$ cat config.mk
export PLATFORM = sky130hd
export DESIGN_NAME = uart_rx_push_flat
export DESIGN_NICKNAME = d
export VERILOG_FILES = /design/src/rtl/uart_rx_push_if.sv /design/src/rtl/uart_rx_push.sv /design/src/flat_wrapper.sv
export SDC_FILE = /design/constraint.sdc
export NUM_CORES = 1
export LEC_CHECK = 0
export ABC_AREA = 1
export CORE_MARGIN = 5
export CORE_UTILIZATION = 41
export CTS_BUF_LIST = sky130_fd_sc_hd__clkbuf_8
export CTS_CLUSTER_SIZE = 12
export DETAILED_ROUTE_END_ITERATION = 7
export GPL_TIMING_DRIVEN = 0
export PLACE_DENSITY = 0.59
export REMOVE_ABC_BUFFERS = 1
export SYNTH_ARGS = -nofsm -noshare
export SYNTH_HDL_FRONTEND = slang
export SYNTH_SLANG_ARGS = --single-unit
$ cat constraint.sdc
create_clock -name clk -period 1.6 [get_ports clk]
set_input_delay 0.24 -clock clk [delete_from_list [all_inputs] [get_ports clk]]
set_output_delay 0.24 -clock clk [all_outputs]
set_load 0.02 [all_outputs]
$ cat src/rtl/uart_rx_push_if.sv
// FIFO write-port bundle between the UART receiver (master) and the byte FIFO (slave).
interface uart_rx_push_if;
  logic       w_en;
  logic [7:0] wr_data;
  logic       q_full;

  modport master (output w_en, output wr_data, input q_full);
  modport slave  (input w_en, input wr_data, output q_full);
endinterface

$ cat src/rtl/uart_rx_push.sv
// 8N1 UART receiver that pushes each good byte into a downstream FIFO.
// Overrun and framing errors are reported through sticky flags.
module uart_rx_push #(
  parameter int CLK_FREQ = 50_000_000,
  parameter int BAUD     = 115200
) (
  input  logic                  clk,
  input  logic                  rst_n,
  input  logic                  RX,
  input  logic                  clr_err,
  uart_rx_push_if.master        fifo,
  output logic                  rx_busy,
  output logic                  overrun,
  output logic                  frame_err
);

  localparam int BAUD_DIV = CLK_FREQ / BAUD;
  localparam int HALF_DIV = BAUD_DIV / 2;
  localparam int CNT_W    = $clog2(BAUD_DIV + 1);

  localparam logic [CNT_W-1:0] BAUD_LD = CNT_W'(BAUD_DIV);
  localparam logic [CNT_W-1:0] HALF_LD = CNT_W'(HALF_DIV);
  localparam logic [CNT_W-1:0] CNT_ONE = CNT_W'(1);

  typedef enum logic [2:0] {IDLE, START, DATA, STOP, WAIT_IDLE} state_t;

  state_t           state_q;
  logic             sync1_q, rx_s_q;
  logic [CNT_W-1:0] cnt_q;
  logic [3:0]       bit_q;
  logic [7:0]       shift_q;
  logic             w_en_q;
  logic [7:0]       wr_data_q;
  logic             busy_q, ovr_q, fe_q;
  logic             tick;

  // The sample fires on the cycle the count would reach zero, so a load of N
  // gives a spacing of exactly N cycles between samples.
  assign tick = (cnt_q <= CNT_ONE);

  always_ff @(posedge clk or negedge rst_n) begin
    if (!rst_n) begin
      sync1_q   <= 1'b1;
      rx_s_q    <= 1'b1;
      state_q   <= IDLE;
      cnt_q     <= '0;
      bit_q     <= '0;
      shift_q   <= '0;
      w_en_q    <= 1'b0;
      wr_data_q <= 8'h00;
      busy_q    <= 1'b0;
      ovr_q     <= 1'b0;
      fe_q      <= 1'b0;
    end else begin
      sync1_q <= RX;
      rx_s_q  <= sync1_q;
      w_en_q  <= 1'b0;
      // Set events later in this block override the clear.
      if (clr_err) begin
        ovr_q <= 1'b0;
        fe_q  <= 1'b0;
      end
      case (state_q)
        IDLE: begin
          if (!rx_s_q) begin
            cnt_q   <= HALF_LD;
            state_q <= START;
            busy_q  <= 1'b1;
          end
        end
        START: begin
          if (tick) begin
            if (!rx_s_q) begin
              cnt_q   <= BAUD_LD;
              bit_q   <= '0;
              state_q <= DATA;
            end else begin
              state_q <= IDLE;
              busy_q  <= 1'b0;
            end
          end else begin
            cnt_q <= cnt_q - CNT_ONE;
          end
        end
        DATA: begin
          if (tick) begin
            shift_q <= {rx_s_q, shift_q[7:1]};
            cnt_q   <= BAUD_LD;
            bit_q   <= bit_q + 4'd1;
            if (bit_q == 4'd7) state_q <= STOP;
          end else begin
            cnt_q <= cnt_q - CNT_ONE;
          end
        end
        STOP: begin
          if (tick) begin
            if (rx_s_q) begin
              state_q <= IDLE;
              busy_q  <= 1'b0;
              if (fifo.q_full) begin
                ovr_q <= 1'b1;
              end else begin
                w_en_q    <= 1'b1;
                wr_data_q <= shift_q;
              end
            end else begin
              fe_q    <= 1'b1;
              state_q <= WAIT_IDLE;
            end
          end else begin
            cnt_q <= cnt_q - CNT_ONE;
          end
        end
        WAIT_IDLE: begin
          if (rx_s_q) begin
            state_q <= IDLE;
            busy_q  <= 1'b0;
          end
        end
        default: begin
          state_q <= IDLE;
          busy_q  <= 1'b0;
        end
      endcase
    end
  end

  assign fifo.w_en    = w_en_q;
  assign fifo.wr_data = wr_data_q;
  assign rx_busy      = busy_q;
  assign overrun      = ovr_q;
  assign frame_err    = fe_q;

endmodule
$ cat src/flat_wrapper.sv
// flat-port wrapper written by rule: the top's interface ports become plain ports
module uart_rx_push_flat 
#(
  parameter int CLK_FREQ = 50_000_000,
  parameter int BAUD     = 115200
)
  (clk, rst_n, RX, clr_err, rx_busy, overrun, frame_err, fifo_w_en, fifo_wr_data, fifo_q_full);
  uart_rx_push_if fifo_i ();
  input  logic clk;
  input  logic rst_n;
  input  logic RX;
  input  logic clr_err;
  output logic rx_busy;
  output logic overrun;
  output logic frame_err;
  output wire logic [$bits(fifo_i.w_en)-1:0] fifo_w_en;
  output wire logic [$bits(fifo_i.wr_data)-1:0] fifo_wr_data;
  input wire logic [$bits(fifo_i.q_full)-1:0] fifo_q_full;
  assign fifo_w_en = fifo_i.w_en;
  assign fifo_wr_data = fifo_i.wr_data;
  assign fifo_i.q_full = fifo_q_full;
  uart_rx_push #(.CLK_FREQ(CLK_FREQ), .BAUD(BAUD)) u_core (.clk(clk), .rst_n(rst_n), .RX(RX), .clr_err(clr_err), .fifo(fifo_i), .rx_busy(rx_busy), .overrun(overrun), .frame_err(frame_err));
endmodule
# Word-level counts from Yosys, hierarchy flattened
# Index checks and enable logic that the tools add are counted.
[totals] reg_bits=38 in_bits=5 output_inout_bits=12
[classes] addsub=2 order_cmp=1 n_eq_ne=15 muxes=36 n_bitwise=2 n_reduce_logical=10
[op_table] operator="2-to-1 mux 9 bit" count=5
[op_table] operator="one-hot mux 9 bit (4 select lines)" count=1
[op_table] operator="2-to-1 mux 3 bit" count=7
[op_table] operator="2-to-1 mux 1 bit" count=16
[op_table] operator="one-hot mux 3 bit (5 select lines)" count=1
[op_table] operator="2-to-1 mux 4 bit" count=3
[op_table] operator="!= test 2 x 1 -> 1 bit (second input constant)" count=6
[op_table] operator="AND reduction 4 bit" count=3
[op_table] operator="<= comparator 9 x 1 -> 1 bit (second input constant)" count=1
[op_table] operator="subtractor 9 x 1 -> 9 bit (second input constant)" count=1
[op_table] operator="one-hot mux 4 bit (2 select lines)" count=1
[op_table] operator="== test 3 x 2 -> 1 bit (second input constant)" count=2
[op_table] operator="!= test 2 bit (second input constant)" count=3
[op_table] operator="AND reduction 6 bit" count=1
[op_table] operator="adder 4 x 1 -> 4 bit (second input constant)" count=1
[op_table] operator="== test 4 x 3 -> 1 bit (second input constant)" count=1
[op_table] operator="one-hot mux 1 bit (4 select lines)" count=1
[op_table] operator="nonzero test 4 bit" count=1
[op_table] operator="== test 3 x 1 -> 1 bit (second input constant)" count=1
[op_table] operator="== test 3 bit (second input constant)" count=1
[op_table] operator="logical NOT 3 bit" count=1
[op_table] operator="!= test 3 bit (second input constant)" count=1
[op_table] operator="AND reduction 3 bit" count=1
[op_table] operator="2-to-1 mux 2 bit" count=1
[op_table] operator="other kinds (4)" count=5

# Depth between registers and ports, before layout
# Gate-level depths: netlist (run 1).
[depth] word_depth=5 depth_mapped=10 depth_no_buf=10

# Worst setup path after synthesis (run 1)
# OpenSTA, ideal clock, no wires.
[synth_timing] path_kind="register -> register" startpoint="register u_core.cnt_q[5]" endpoint="register u_core.wr_data_q[1] (netlist: u_core.fifo.wr_data[1])" t_arrival_ns=1.320 slack_ns=0.163 path_stages_with_launch=10 path_buffers=1 synth_period_minus_slack_ns=1.437 path_cell_list="dfrtp_1 -> nor2_2 -> nand2_1 -> nor2_4 -> nand2_4 -> inv_4 -> nand3_4 -> buf_6 -> nand2_1 -> o21ai_2"
[synth_via] elab_chain_len=2
[synth_lines] item="from (decl)" line_no="uart_rx_push.sv:29" text="logic [CNT_W-1:0] cnt_q;"
[synth_lines] item="from (signal assigned)" line_no="uart_rx_push.sv:82" text="cnt_q <= cnt_q - CNT_ONE;"
[synth_lines] item="from (signal assigned)" line_no="uart_rx_push.sv:92" text="cnt_q <= cnt_q - CNT_ONE;"
[synth_lines] item="from (signal assigned)" line_no="uart_rx_push.sv:111" text="cnt_q <= cnt_q - CNT_ONE;"
[synth_lines] item="<= comparator 9 x 1 -> 1 bit" line_no="uart_rx_push.sv:39" text="assign tick = (cnt_q <= CNT_ONE);"
[synth_lines] item="AND reduction 4 bit (no source line)"
[synth_lines] item="to (signal assigned)" line_no="uart_rx_push.sv:104" text="wr_data_q <= shift_q;"
[synth_lines] item="to (decl)" line_no="uart_rx_push.sv:33" text="logic [7:0] wr_data_q;"
# Every way passes these cells.
# A chain may end at the register's enable or synchronous reset.

# Final worst setup path (run 1)
[layout_timing] startpoint="register u_core.cnt_q[4]" endpoint="register u_core.wr_data_q[6] (netlist: u_core.fifo.wr_data[6])"
# Same word-level chain as after synthesis.

==> run metrics, run 1 <==
initial antenna violation count 0; crit path launch u_core.cnt_q[4]; CP peak stage delay ~0.45 ns; Max Cap Violations 0; die area 6320 um2; Placeable Area around 4700 um2; Syn Area/Cell around 8.1 um2; Routed WL between 4 and 5 mm; xor-xnor portion of the synthesized cell area 0.0133; FP Rows 25; Worst IR Drop VDD roughly 600 uV; Root Buffer clkbuf_8; Worst R2R Path Depth 8; Die Ht about 80 um; HPWL after detailed placement around 2.7 mm; critical path launch point type flop; DRC 0; global-route usage over all layers 0.150; Least-Margin Pin Slew 0.836 ns; Critical R2R Capture u_core.fifo.wr_data[6]; P&R area growth vs syn 25.1%; Via Count 1,580; number of global-route vias before repair between 1,500 and 2,000; chip width 79.5 um; register area share after synthesis 0.481; Initial Utilization 0.422; htree depth 2; multiplexer share of the synthesized area 0; Setup CP Type reg2reg; Layout Nets around 280; Top FF cell, synth dfrtp_1; Synth Area in Simple Gates 0.322; CTS Hold Buffers Added 0; Iter 0 DRT Violations between 70 and 80; TritonCTS buffer count 5; clk slew on worst S/H paths roughly 0.07 ns; worst path required time between 1.5 and 2 ns; WL/cell around 12 um; Clock Sinks 38; Synth Area in Adders 0.0190; CP arrival between 1.5 and 2 ns; most used cell, CP nor2_4; TritonRoute pass-1 iters 4; Post-synth EDFFs 0; leading cell type in the layout, fill and taps excluded nand2_1; clk_lat worst skew 0.29 ns; Worst Skew 0.00406 ns; crit end category flop; status finished, final reports clean; FF-to-FF setup slack between 0.06 and 0.07 ns; Lkg Pwr about 1.2 nW; Unique masters post-synth 31; Fillers 446; vias per inst around 4.9; main combinational cell family by area after synthesis simple AND/OR/NAND/NOR gates; Mapped Area ~2000 um2; fraction of registers with async set/reset 1.00; total grt overflow 0; fin crit period 1.54 ns; Worst slew margin 0.443; Critical Path Fanout Max 8; final setup fails 0; highest-count cells in the layout ignoring fill and taps nand2_1, dfrtp_1, inv_1, o21ai_0, clkdlybuf4s50_1; RSZ-0062 raised after global routing true; FF-to-FF Start u_core.cnt_q[4]; Fin Hold WS a little under 0.05 ns; antenna cells 0; slowest cell on the critical path dfrtp_2; Syn Inst Count 246; GP Congestion 0.795; Top Family by Delay on Critical Path simple AND/OR/NAND/NOR gates; count of input and output buffers 16; Antenna Violating Nets Remaining 0; max-slew violations 0; first-pass GRT wire length ~7.3 mm; largest net degree at the start of global routing 39; Layout Cells excl Fill 325; Max Clk Rate 650 MHz; Hold Violations, Final 0; critical path cell sequence nor2_4 -> nand2_2 -> nor2_4 -> nand2_8 -> inv_8 -> nand3_4 -> nand2_1 -> o21ai_2; Cells after DPL between 300 and 400; clock buffer depth 2; I/O pins 17; share of layout cells above drive strength 1 0.221; CTS tree done; P per Cell Area 813 nW/um2; period utilisation layout 0.962; Synth Register Bits 38; Synth Area in Compound Gates 0.0948; min-delay worst type in2async; WP buf/inv 1; Synth warnings 0
==> where the power goes <==
| group | leakage [nW] | switching (mW) | total [mW] | internal [mW] |
|---|---|---|---|---|
| Combinational | 0.659 | 0.0295 | 0.0397 | 0.0101 |
| Clock | 0.0714 | 0.346 | 1.01 | 0.665 |
| Sequential | 0.489 | 0.00162 | 0.966 | 0.964 |
==> cell type report <==
cell class              instances  area (um2)  share of cell area
clock buffers                   6        82.6              0.0333
clock inverters                 2        60.1              0.0242
inverters                      30         121              0.0490
well taps                      54        67.6              0.0273
flip-flops and latches         38         958               0.387
repair buffers                 19         178              0.0717
multi-input cells             176        1010               0.408
==> state kept, by name (all words and copies together), names as in the netlist, 3 cells and up <==
register and cells:
u_core.bit_q 4, u_core.cnt_q 9, u_core.fifo.wr_data 8, u_core.shift_q 8, u_core.state_q 3
==> synth_stat cells, types with 2 or more instances <==
library cell	count	area, um2
nand2_1	88	330
nand2_2	2	12.5
a21oi_1	2	10.0
dfstp_2	2	52.6
o21ai_1	2	10.0
o21ai_0	18	90.1
o21ai_2	8	70.1
nor2_2	4	25.0
inv_1	27	101
ha_1	3	37.5
dfrtp_1	36	901
nor2_4	2	22.5
nor2_1	14	52.6
xor2_1	2	17.5
nand3_1	16	80.1
nand4_1	5	31.3
==> through the flow <==
step	utilization	area [um2]	power [mW]	TNS, ns	worst slack (ns)
floorplan	-	1960	0.992	0	0.189
finish	0.528	2480	2.02	0	0.0606
CTS	0.501	2350	2.05	0	0.0304
global route	0.528	2480	2.10	-0.377	-0.0395
detailed placement	0.465	2180	1.02	-1.51	-0.202
global placement	0.466	2180	1.03	-26.45	-0.685
==> worst reg2reg max path, cell delays in order, from the launching register on <==
cell and delay [ns]:
dfrtp_2 0.45, nor2_4 0.14, nand2_2 0.08, nor2_4 0.25
nand2_8 0.14, inv_8 0.10, nand3_4 0.12, nand2_1 0.11
o21ai_2 0.05
==> per-layer routing <==
layer / part of all wire / wire length (um) / vias up / track usage
met1: 0.49 / 1980 / 731 / 0.206
met3: 0.026 / 107 / 5 / 0.0305
li1: - / - / 826 / -
met5: 0 / 0 / - / 0
met4: 0.016 / 66 / 0 / 0.0601
met2: 0.47 / 1890 / 18 / 0.230
==> how the worst max path moves through the flow <==
stage	cells after the start	end
floorplan	8	u_core.fifo.wr_data[0]
global placement	1	u_core.bit_q[1]
detailed placement	5	u_core.state_q[0]
CTS	8	u_core.fifo.wr_data[6]
global route	8	u_core.fifo.wr_data[3]
finish	8	u_core.fifo.wr_data[6]
==> cell families (layout without fill, tap and decap cells) <==
group | after synthesis | in the layout
AO/OA/AOI/OAI | 31 | 31
XOR/XNOR | 3 | 3
flip-flops | 38 | 38
adder cells (fa/ha/maj) | 3 | 3
AND/OR/NAND/NOR | 138 | 139
buffers and inverters | 33 | 57
==> timing repair <==
item | CTS | global route
endpoints found under the setup margin | 19 | 33
resized for setup | 5 | 29
buffers inserted | 0 | 3
cloned | 1 | 0
pin swaps | 0 | 6
(Power assumes the default switching activity.)
==> inputs of run 2 (changes only) <==
REMOVE_ABC_BUFFERS = default   (was 1)
==> run metrics, run 2 (synthesis results as in run 1) <==
status finished, final reports clean; Cells after DPL 316; Initial Utilization 0.422; clk_lat worst skew slightly below 0.3 ns; Lkg Pwr 1.27 nW; P per Cell Area roughly 800 nW/um2; Placeable Area between 4000 and 5000 um2; period utilisation layout 0.940; clk slew on worst S/H paths 0.07 ns; htree depth 2; CTS tree done; Fillers approximately 450; clock buffer depth 2; syn nets ~250; count of input and output buffers 16; min-delay worst type in2async; CTS Hold Buffers Added 0; I/O pins 17; initial antenna violation count 0; P&R area growth vs syn 27.4%; final setup fails 0; Die Ht between 70 and 80 um; Layout Nets between 200 and 300; first-pass GRT wire length 7.45 mm; global-route usage over all layers 0.149; Worst slew margin 0.434; TritonCTS buffer count 5; chip width between 70 and 80 um; Routed WL roughly 4.2 mm; GP Congestion about 0.81; Via Count 1,640; HPWL after detailed placement roughly 2.8 mm; fin crit period 1.50 ns; total grt overflow 0; Max Cap Violations 0; Root Buffer clkbuf_8; Least-Margin Pin Slew about 0.85 ns; worst path required time 1.78 ns; crit end category flop; register area 956 um2; Critical Path Fanout Max 7; vias per inst about 5; Setup CP Type reg2reg; Clock Sinks 38; WL/cell between 10 and 15 um; RSZ-0062 raised after global routing true; highest-count cells in the layout ignoring fill and taps nand2_1, dfrtp_1, inv_1, o21ai_0, clkdlybuf4s50_1; die area 6320 um2; leading cell type in the layout, fill and taps excluded nand2_1; share of layout cells above drive strength 1 0.234; largest reg by FF count u_core.cnt_q; DRC 0; Antenna Violating Nets Remaining 0; TritonRoute pass-1 iters 4; max-slew violations 0; largest net degree at the start of global routing 39; Sum Neg Setup Slack 0 ns; Worst IR Drop VDD 469 uV; antenna cells 0; Layout Cells excl Fill 336; FP Rows 25; critical path launch point type flop; Hold Violations, Final 0; CP arrival 1.69 ns; max FFs per register 9; Worst Skew 0.00471 ns; Iter 0 DRT Violations 78; Max Clk Rate between 600 and 700 MHz; Multi-input gate area 957 um2; number of global-route vias before repair between 1,500 and 2,000
[run 2: power breakdown]
group,internal [mW],total [mW],switching (mW)
sequential,0.964,0.966,0.00218
clock,0.665,1.01,0.343
combinational,0.0116,0.0409,0.0293
total,1.64,2.02,0.375
[run 2: final cells by class]
| cell class | count | area share |
|---|---|---|
| Clock buffer | 6 | 0.0327 |
| Sequential cell | 38 | 0.379 |
| Tap cell | 54 | 0.0268 |
| Inverter | 30 | 0.0471 |
| Multi-Input combinational cell | 175 | 0.379 |
| Buffer | 3 | 0.0139 |
| Timing Repair Buffer | 28 | 0.0972 |
| Clock inverter | 2 | 0.0238 |
[run 2: per-stage QoR]
step	hold slack, ns	instance area [um2]	power (mW)	setup WS [ns]	utilization
4_1_cts	0.0822	2380	2.05	-0.00343	0.507
6_report	0.0572	2520	2.02	0.0966	0.538
3_5_place_dp	0.347	2200	1.02	-0.0244	0.470
3_3_place_gp	0.346	2210	1.03	-0.665	0.471
5_1_grt	0.134	2520	2.09	-0.0237	0.538
2_1_floorplan	-0.0556	1980	0.992	0.163	-
[run 2: worst paths after layout]
check	start	end	slack, ns	cells after the start
hold reg to reg	u_core.sync1_q	u_core.rx_s_q	0.36	0
hold / removal	rst_n	u_core.cnt_q[6]	0.06	1
setup reg to reg	u_core.rx_s_q	u_core.state_q[1]	0.1	7
min in group clk	RX	u_core.sync1_q	0.35	1
max in group asynchronous	rst_n	u_core.cnt_q[3]	0.96	1
setup / recovery	u_core.rx_s_q	u_core.state_q[1]	0.1	7
[run 2: critical path: stages (launching register included)]
cell	delay (ns)
dfstp_2	0.58
clkinvlp_4	0.18
nand4_1	0.19
o21ai_0	0.10
nor2_1	0.18
nand2_1	0.07
nand2_1	0.06
nand2_1	0.04
[run 2: layer usage]
layer / vias to the layer above / part of all wire / GRT usage
li1: 849 / - / -
met1: 768 / 0.46 / 0.190
met5: - / 0 / 0
met2: 18 / 0.49 / 0.246
met3: 5 / 0.031 / 0.0327
met4: 0 / 0.017 / 0.0567
[run 2: what timing repair did]
item / 4_1_cts / 5_1_grt
endpoints found under the setup margin: 3 / 32
resized for setup: 1 / 26
buffers inserted: 4 / 8
cloned: 0 / 0
pin swaps: 1 / 4
==> variant (config.mk and constraints of run 2) <==
The 5 states of `state_t` get a Gray code encoding in 3 bits.
--- a/src/rtl/uart_rx_push.sv
+++ b/src/rtl/uart_rx_push.sv
@@ -22,7 +22,7 @@
   localparam logic [CNT_W-1:0] HALF_LD = CNT_W'(HALF_DIV);
   localparam logic [CNT_W-1:0] CNT_ONE = CNT_W'(1);
 
-  typedef enum logic [2:0] {IDLE, START, DATA, STOP, WAIT_IDLE} state_t;
+  typedef enum logic [2:0] {IDLE = 3'b000, START = 3'b001, DATA = 3'b011, STOP = 3'b010, WAIT_IDLE = 3'b110} state_t;
 
   state_t           state_q;
   logic             sync1_q, rx_s_q;
Behaviour: no difference found for any inputs over 10 cycles, from zero or initial values and one cycle with rst_n low; not proved beyond that.
==> variant against run 2 <==
- via count up 4.6%
- worst hold slack got worse by 4.0 ps
- largest cell class unchanged
- highest routed layer unchanged
- sequential power about the same
- sequential cell count unchanged
- power up 0.11%
- area after synthesis rose by 7.3%
- combinational power up 5.6%
- routed wire length increased by 2.4%
- critical path type unchanged
- synthesized cell count increased by 6.1%
- setup slack worse by 11 ps
- final area is 7.0% higher
==> variant: results (changes against run 2) <==
Outcome:
- Status: finished, final reports clean (unchanged).

Timing:
- The maximum clock skew at final layout is 2.23 ps (was 4.71 ps).
- The transition time of the tightest slew-check pin is 836 ps (was 849 ps).

Route:
- The sum of routed wire length over all layers is 4290 um (was 4190 um).
- The number of DRC markers after the initial detailed-route iteration is 71 (was 78).
- The vias after detailed routing is 1716 (was 1640).
- The routed wirelength normalized by instance count came to 11.5 um (was 12.5 um).

Final layout:
- The number of nets in the finished design came to 309 (was 289).
- The number of fill cells is 503 (was 447).
- The share of post-route cells with drive strength above 1 is 0.291 (was 0.234).

Clocking:
- The clock tree root driver cell was sky130_fd_sc_hd__clkbuf_8 (unchanged).
- The total clock buffers created by CTS is 5 (unchanged).

Global route:
- The number of global-route vias before repair is 1596 (was 1651).
- The wire length of the first global-routing pass is 7330 um (was 7450 um).
- The aggregate global-route resource usage came to 0.142 (was 0.149).

Yosys:
- Leading cell types by total area after synthesis: sky130_fd_sc_hd__dfrtp_1 (42%), sky130_fd_sc_hd__nand2_1 (16%), sky130_fd_sc_hd__o21ai_2 (6.2%) (was sky130_fd_sc_hd__dfrtp_1 (45%), sky130_fd_sc_hd__nand2_1 (17%), sky130_fd_sc_hd__inv_1 (5.1%)).
- Most frequent cells after synthesis: sky130_fd_sc_hd__nand2_1 (90), sky130_fd_sc_hd__dfrtp_1 (36), sky130_fd_sc_hd__inv_1 (28) (was sky130_fd_sc_hd__nand2_1 (88), sky130_fd_sc_hd__dfrtp_1 (36), sky130_fd_sc_hd__inv_1 (27)).
- The sequential-to-total area share from yosys stat came to 0.448 (was 0.481).
- The mean instance size in the synthesized netlist is 8.14 um2 (was 8.05 um2).
- The count of unique library cells instantiated by Yosys was 29 (was 31).
- The number of nets produced by synthesis is 269 (was 254).

Power:
- The leakage component of the power came to 1.35 nW (was 1.27 nW).
- The peak supply drop was 0.511 mV (was 0.469 mV).

Critical path:
- The delay of the slowest cell on the worst path is 530 ps (was 580 ps).
- The library cell contributing the largest single delay on the critical path is sky130_fd_sc_hd__dfrtp_1 (was sky130_fd_sc_hd__dfstp_2).
- The maximum fanout along the worst path is 10 (was 7).

Place:
- The estimated wirelength of the detail-placed design was 3000 um (was 2770 um).
- The placement-stage cell area is 0.00237 mm2 (was 0.00220 mm2).
- The number of placed instances with taps included is 347 (was 316).
- The final weighted congestion in routability-driven placement was 0.850 (was 0.813).
- The post-placement worst setup slack is -51.7 ps (was -24.4 ps).
## variant: timing repair
action	in CTS	in global routing
buffers inserted	0	17
pin swaps	0	4
endpoints found under the setup margin	2	31
resized for setup	2	17
hold buffers	0	0
## variant: critical path, delay by kind of cell, from the launching register on
family                 cells  cell delay [ps]
AND/OR/NAND/NOR            4              480
AO/OA/AOI/OAI              1               50
buffers and inverters      2              350
flip-flops                 1              530
## variant: cell type report
class | count | area (um2) | share of cell area
buffer | 3 | 46.3 | 0.0171
clock buffer | 6 | 82.6 | 0.0306
clock inverter | 2 | 60.1 | 0.0222
inverter | 33 | 133 | 0.0491
multi-input combinational | 187 | 1050 | 0.389
sequential | 38 | 957 | 0.354
tap | 70 | 87.6 | 0.0324
timing repair buffer | 33 | 283 | 0.105
## variant: path summary, 6_finish.rpt
path | cells past startpoint | end | slack, ps | startpoint
setup / recovery | 7 | u_core.shift_q[6] | 90 | u_core.state_q[2]
hold / removal | 1 | u_core.bit_q[1] | 50 | rst_n
max in group asynchronous | 1 | u_core.cnt_q[3] | 980 | rst_n
hold reg to reg | 0 | u_core.rx_s_q | 360 | u_core.sync1_q
setup reg to reg | 7 | u_core.shift_q[6] | 90 | u_core.state_q[2]
min in group clk | 1 | u_core.sync1_q | 350 | RX
## variant: cells by family (layout without fill, tap and decap cells)
family,Yosys count,in the layout,synth area share
buf+inv,36,77,0.0783
fa+ha+maj,3,3,0.0177
xor+xnor,2,2,0.00824
flops,38,38,0.448
compound gates,24,24,0.0842
simple gates,158,158,0.363
## variant: metrics by stage
stage / total power, mW / hold slack [ps]
after floorplan: 0.994 / -55.6
after global placement: 1.03 / 347
after detailed placement: 1.03 / 347
after CTS: 2.05 / 90.9
after global routing: 2.10 / 134
final: 2.02 / 53.2
## variant: metal layers
layer  vias up  global-route usage  routed length [um]
met5         -                   0                   0
met4         0              0.0449                  44
met3         4              0.0362                 123
met2        19               0.212                1910
met1       791               0.200                2220
li1        902                   -                   -
## variant: power breakdown
group	switching, mW	total (mW)	leakage, nW	internal (mW)
sequential	0.00244	0.967	0.491	0.964
clock	0.343	1.01	0.0714	0.665
combinational	0.0301	0.0432	0.787	0.0131
total	0.375	2.02	1.35	1.64
